File: src/rtl/pc_seq_pkg.sv
// Shared types and helpers for the program-counter sequencer.
// Holds the next-PC source encoding, default widths and the alignment mask helper.
package pc_seq_pkg;

    localparam int unsigned DEFAULT_XLEN       = 64;
    localparam int unsigned DEFAULT_INST_BYTES = 4;

    typedef enum logic [2:0] {
        SRC_SEQ,
        SRC_PCREL,
        SRC_REG,
        SRC_REDIR,
        SRC_HOLD
    } nextSrc_e;

    // Low address bits that must be zero for an instruction-aligned target.
    function automatic logic [63:0] alignMask(input int unsigned instBytes);
        return 64'(instBytes) - 64'd1;
    endfunction

endpackage

File: src/rtl/branch_target_adder.sv
// Combinational PC-relative target: pc + (offset << SHIFT), modulo 2^XLEN.
// Bits shifted above XLEN-1 are discarded; no carry or overflow is reported.
module branch_target_adder #(
    parameter int unsigned XLEN  = 64,
    parameter int unsigned SHIFT = 2
) (
    input  logic [XLEN-1:0] pc,
    input  logic [XLEN-1:0] offset,
    output logic [XLEN-1:0] target
);

    logic [XLEN-1:0] shiftedOffset;

    always_comb begin
        shiftedOffset = offset << SHIFT;
        target        = pc + shiftedOffset;
    end

endmodule

File: src/rtl/pc_sequencer.sv
// Registered program-counter sequencer: fixed-priority next-PC selection,
// sticky misalignment status and a saturating taken-branch counter.
module pc_sequencer
    import pc_seq_pkg::*;
#(
    parameter int unsigned     XLEN       = DEFAULT_XLEN,
    parameter int unsigned     SHIFT      = 2,
    parameter int unsigned     INST_BYTES = DEFAULT_INST_BYTES,
    parameter logic [XLEN-1:0] RESET_PC   = '0,
    parameter int unsigned     CNT_W      = 16
) (
    input  logic             clk,
    input  logic             reset_n,
    input  logic             stall,
    input  logic [XLEN-1:0]  seu_offset,
    input  logic             branch_uncond,
    input  logic             branch_cond,
    input  logic             zero_flag,
    input  logic             branch_reg,
    input  logic [XLEN-1:0]  reg_target,
    input  logic             redirect_valid,
    input  logic [XLEN-1:0]  redirect_pc,
    output logic [XLEN-1:0]  pc,
    output logic [XLEN-1:0]  pc_plus,
    output logic [XLEN-1:0]  branch_target,
    output logic             taken_q,
    output logic             misalign_err,
    output logic [CNT_W-1:0] taken_count
);

    localparam logic [XLEN-1:0] ALIGN_MASK = XLEN'(alignMask(INST_BYTES));
    localparam logic [XLEN-1:0] PC_STEP    = XLEN'(INST_BYTES);

    nextSrc_e         nextSrc;
    logic [XLEN-1:0]  candidate;
    logic             takenPcrel;
    logic             candMisaligned;
    logic [XLEN-1:0]  pcNext;
    logic             takenNext;
    logic             errNext;
    logic [CNT_W-1:0] countNext;

    branch_target_adder #(
        .XLEN  (XLEN),
        .SHIFT (SHIFT)
    ) u_targetAdder (
        .pc     (pc),
        .offset (seu_offset),
        .target (branch_target)
    );

    assign pc_plus    = pc + PC_STEP;
    assign takenPcrel = branch_uncond | (branch_cond & zero_flag);

    always_comb begin
        nextSrc   = SRC_SEQ;
        candidate = pc_plus;
        if (redirect_valid) begin
            nextSrc   = SRC_REDIR;
            candidate = redirect_pc;
        end else if (stall) begin
            nextSrc   = SRC_HOLD;
            candidate = pc;
        end else if (branch_reg) begin
            nextSrc   = SRC_REG;
            candidate = reg_target;
        end else if (takenPcrel) begin
            nextSrc   = SRC_PCREL;
            candidate = branch_target;
        end
    end

    assign candMisaligned = (candidate & ALIGN_MASK) != '0;

    // Misaligned branch targets freeze the PC and raise status; redirects are never checked.
    always_comb begin
        pcNext    = pc;
        takenNext = taken_q;
        errNext   = misalign_err;
        countNext = taken_count;
        unique case (nextSrc)
            SRC_REDIR: begin
                pcNext    = candidate;
                takenNext = 1'b0;
                errNext   = 1'b0;
            end
            SRC_HOLD: begin
            end
            SRC_REG, SRC_PCREL: begin
                if (candMisaligned) begin
                    errNext   = 1'b1;
                    takenNext = 1'b0;
                end else begin
                    pcNext    = candidate;
                    takenNext = 1'b1;
                    if (taken_count != '1) begin
                        countNext = taken_count + CNT_W'(1);
                    end
                end
            end
            default: begin
                pcNext    = pc_plus;
                takenNext = 1'b0;
            end
        endcase
    end

    always_ff @(posedge clk) begin
        if (!reset_n) begin
            pc           <= RESET_PC;
            taken_q      <= 1'b0;
            misalign_err <= 1'b0;
            taken_count  <= '0;
        end else begin
            pc           <= pcNext;
            taken_q      <= takenNext;
            misalign_err <= errNext;
            taken_count  <= countNext;
        end
    end

endmodule

File: config.mk
export PLATFORM = sky130hd
export DESIGN_NAME = pc_sequencer
export DESIGN_NICKNAME = d
export VERILOG_FILES = /design/src/rtl/pc_seq_pkg.sv /design/src/rtl/branch_target_adder.sv /design/src/rtl/pc_sequencer.sv
export SDC_FILE = /design/constraint.sdc
export NUM_CORES = 1
export LEC_CHECK = 0
export ABC_AREA = 1
export CORE_MARGIN = 3
export CORE_UTILIZATION = 45
export DETAILED_ROUTE_END_ITERATION = 16
export PLACE_DENSITY = 0.78
export SLEW_MARGIN = 20
export SYNTH_ARGS = -nofsm -noshare
export SYNTH_HDL_FRONTEND = slang
export SYNTH_SLANG_ARGS = --single-unit
File: constraint.sdc
create_clock -name clk -period 6.7 [get_ports clk]
set_input_delay 1.34 -clock clk [delete_from_list [all_inputs] [get_ports clk]]
set_output_delay 1.34 -clock clk [all_outputs]
set_load 0.02 [all_outputs]
==> flow_summary.yaml <==
final_layout:
  layout.area.seq_sq_mm: 0.00164
  post-route-cell-area_sq_mm: 0.0176
  synthToLayoutAreaGrowth_pct: 35.5
  fillers: 2786
  number_of_antenna_cells_inserted: 0
  multiInputGateArea_sq_mm: 0.00949
  layout-drive-gt1-share_pct: 4.23
  nNetsFinal: 3093
grt:
  grt_max_degree: 71
  grt_first_pass_wirelength_mm: 98.5
  grtUsageTotal_pct: 41.6
  grt_antenna_before_repair: 1
  number_of_global_route_vias_before_repair: 16834
  grt_overflow_total: 0
worst_setup_path:
  critical_path_type: "in -> out"
  arrival_ns: 4.50
  setup.worst_path.end_class: "output port"
  critical_path.startpoint_type: "input pin"
  crit_top_cell: "sky130_fd_sc_hd__nand3_1"
  critical_path.max_stage_delay_ns: 0.69
  crit_chain: "clkdlybuf4s50_1 > ha_1 > nand2_1 > nor2_1 > nand3_1 > nand3_1 > nand3_1 > nand2_2 > xor2_1 > clkdlybuf4s50_1"
  critical_path.slowest_cell: "sky130_fd_sc_hd__clkdlybuf4s50_1"
  critical_path.max_fanout: 4
  timing.critical_path.required_ns: 5.36
drt:
  vias_per_cell: 5.60
  wl_per_cell_microns: 20.9
  num_vias: 17993
  postRouteWirelength_mm: 67.2
  drc_errors: 0
  starting_drt_drc_count: 2031
  drtAntennaViolNets: 0
  drt_first_pass_iters: 6
power:
  power_density_mw_per_mm2: 169
  p_leak_nw: 8.63
  post-layout-total-power_mw: 2.97
  vdd_ir_drop_max_mv: 0.112
synth:
  yosys_warnings: 0
  postSynthRegisterBits: 82
  synth_most_common_cell: "sky130_fd_sc_hd__nand2_1"
  syn-mean-instance-area_sq_um: 5.27
  yosys_most_used_dff: "sky130_fd_sc_hd__dfxtp_1"
  synth_top_cells_by_area: "sky130_fd_sc_hd__nand2_1 (27%), sky130_fd_sc_hd__dfxtp_1 (13%), sky130_fd_sc_hd__inv_1 (12%), sky130_fd_sc_hd__a21oi_1 (6.6%), sky130_fd_sc_hd__ha_1 (6.1%)"
  synth.net_count: 2730
  synth_sequential_area_ratio_pct: 12.6
  synth_enable_flop_cells: 0
  synth_cells: 2466
  synthArstFlopShare_pct: 0
  synth_area_leader_cell: "sky130_fd_sc_hd__nand2_1"
  ys_top_cells_by_count: "sky130_fd_sc_hd__nand2_1 (939), sky130_fd_sc_hd__inv_1 (401), sky130_fd_sc_hd__nor2_1 (203)"
  synth_top_area_share_pct: 27.1
  synthesis.area_sq_mm: 0.0130
  netlist-cell-type-count: 50
run:
  timing.max_cap.violations: 0
floorplanning:
  start_util_pct: 46.2
  die_area_sq_mm: 0.0309
  cell_rows: 61
  placeableCoreArea_sq_mm: 0.0281
  fp.dieW_microns: 176
  ioPinCount: 410
  fp.dieH_microns: 176
cts:
  clock_sink_count: 82
  worstSkewPairLatency_ns: 0.35
  clock_tree_from_tritoncts: "yes"
  post_cts_resized: 0
  root_buffer: "sky130_fd_sc_hd__clkbuf_16"
  cts_setup_buffers: 0
  holdBufCountCts: 0
  numCtsBuffers: 9
  clk_pin_slew_worst_paths_ns: 0.07
  ctsLongestPathBuffers: 2
  h-tree-depth: 3
timing:
  rsz0062_at_grt: "false"
  fin_worst_hold_slack_ns: 0.472
  finalHoldViolations: 0
  clock_skew_ns: 0.0125
  period_needed_ns: 5.84
  worst_setup_slack_after_layout_ns: 0.862
  achievable-frequency_mhz: 171
  tightestPinTransition_ns: 0.990
  setup_tns_ns: 0
  final-setup-viol-count: 0
  worst_slew_margin_rel_pct: 34.0
  final_min_period_over_clock_period_pct: 87.1
  timing_max_transition_violations_final: 0
place:
  dpl_worst_slack_ns: 0.998
  place_hpwl_mm: 56.3
  placement.io_buffers: 407
  gp_routability_congestion: 1.04
  placement.cell_area_sq_mm: 0.0173
outcome:
  run_status: "finished, final reports clean"
worst_hold_path:
  hold_class: "reg -> reg"
[registers in the layout (all words and copies together), names as in the netlist]
name / count
taken_q: 1
misalign_err: 1
pc: 64
taken_count: 16
[cell type report]
type / instances / share of cell area (%)
clock buffers: 10 / 1.30
flip-flops and latches: 82 / 9.33
multi-input cells: 1904 / 53.9
repair buffers: 414 / 23.4
clock inverters: 6 / 0.377
well taps: 378 / 2.69
inverters: 418 / 8.93
[metrics by stage]
| stage | std cells | util [%] |
|---|---|---|
| floorplan | 2466 | - |
| global placement | 3196 | 61.6 |
| detailed placement | 3196 | 61.6 |
| CTS | 3212 | 62.7 |
| global route | 3212 | 62.7 |
| finish | 3212 | 62.7 |
[report_power, final]
part / switching (mW) / total [mW] / internal, mW
sequential: 0.121 / 0.648 / 0.527
clock: 0.235 / 0.526 / 0.291
combinational: 1.10 / 1.79 / 0.697
total: 1.45 / 2.97 / 1.52
[placed cells by master (no fill, tap or decap), types with 7 or more instances in the layout]
| cell | instances |
|---|---|
| sky130_fd_sc_hd__o21ai_0 | 113 |
| sky130_fd_sc_hd__nand2_2 | 17 |
| sky130_fd_sc_hd__nand3b_1 | 7 |
| sky130_fd_sc_hd__a21oi_2 | 8 |
| sky130_fd_sc_hd__o21bai_1 | 14 |
| sky130_fd_sc_hd__a22o_1 | 21 |
| sky130_fd_sc_hd__nand2_1 | 939 |
| sky130_fd_sc_hd__nor3_1 | 33 |
| sky130_fd_sc_hd__nor2_1 | 201 |
| sky130_fd_sc_hd__xnor2_1 | 9 |
| sky130_fd_sc_hd__buf_4 | 7 |
| sky130_fd_sc_hd__a21oi_1 | 172 |
| sky130_fd_sc_hd__clkbuf_16 | 9 |
| sky130_fd_sc_hd__ha_1 | 63 |
| sky130_fd_sc_hd__inv_2 | 14 |
| sky130_fd_sc_hd__clkdlybuf4s50_1 | 407 |
| sky130_fd_sc_hd__dfxtp_1 | 82 |
| sky130_fd_sc_hd__nor2_2 | 14 |
| sky130_fd_sc_hd__o211ai_1 | 13 |
| sky130_fd_sc_hd__inv_1 | 401 |
| sky130_fd_sc_hd__xor2_1 | 68 |
| sky130_fd_sc_hd__nand4_1 | 32 |
| sky130_fd_sc_hd__nor3_2 | 10 |
| sky130_fd_sc_hd__nand3_1 | 119 |
[logic make-up after synthesis]
logic type / share of synthesized area [%]
AOI/OAI and AO/OA: 15.4
DFF: 12.6
adders and majority gates: 6.22
buffers and inverters: 14.4
and+or+nand+nor: 45.9
xor gates and xnor gates: 5.44
[path summary, 6_finish.rpt]
path / to / depth (start not counted) / from / slack, ns
setup reg to reg: pc[51]$_SDFFE_PN0P_ / 14 / pc[9]$_SDFFE_PN0P_ / 3.55
hold / removal: taken_q$_SDFFE_PN0P_ / 2 / taken_q$_SDFFE_PN0P_ / 0.47
hold reg to reg: taken_q$_SDFFE_PN0P_ / 2 / taken_q$_SDFFE_PN0P_ / 0.47
setup / recovery: branch_target[27] / 10 / seu_offset[8] / 0.86
[metal layers]
layer	global-route usage [%]	wire length, microns
met1	53.6	26200
met2	68.3	30400
met3	7.70	7210
met4	17.1	3410
met5	0	0
[critical path, delay by kind of cell]
family | cells | cell delay [ns]
and+or+nand+nor | 6 | 1.30
adders and majority gates | 1 | 0.37
buffers and inverters | 2 | 1.12
xor gates and xnor gates | 1 | 0.37
No activity file was read; power rests on OpenSTA's default activity.
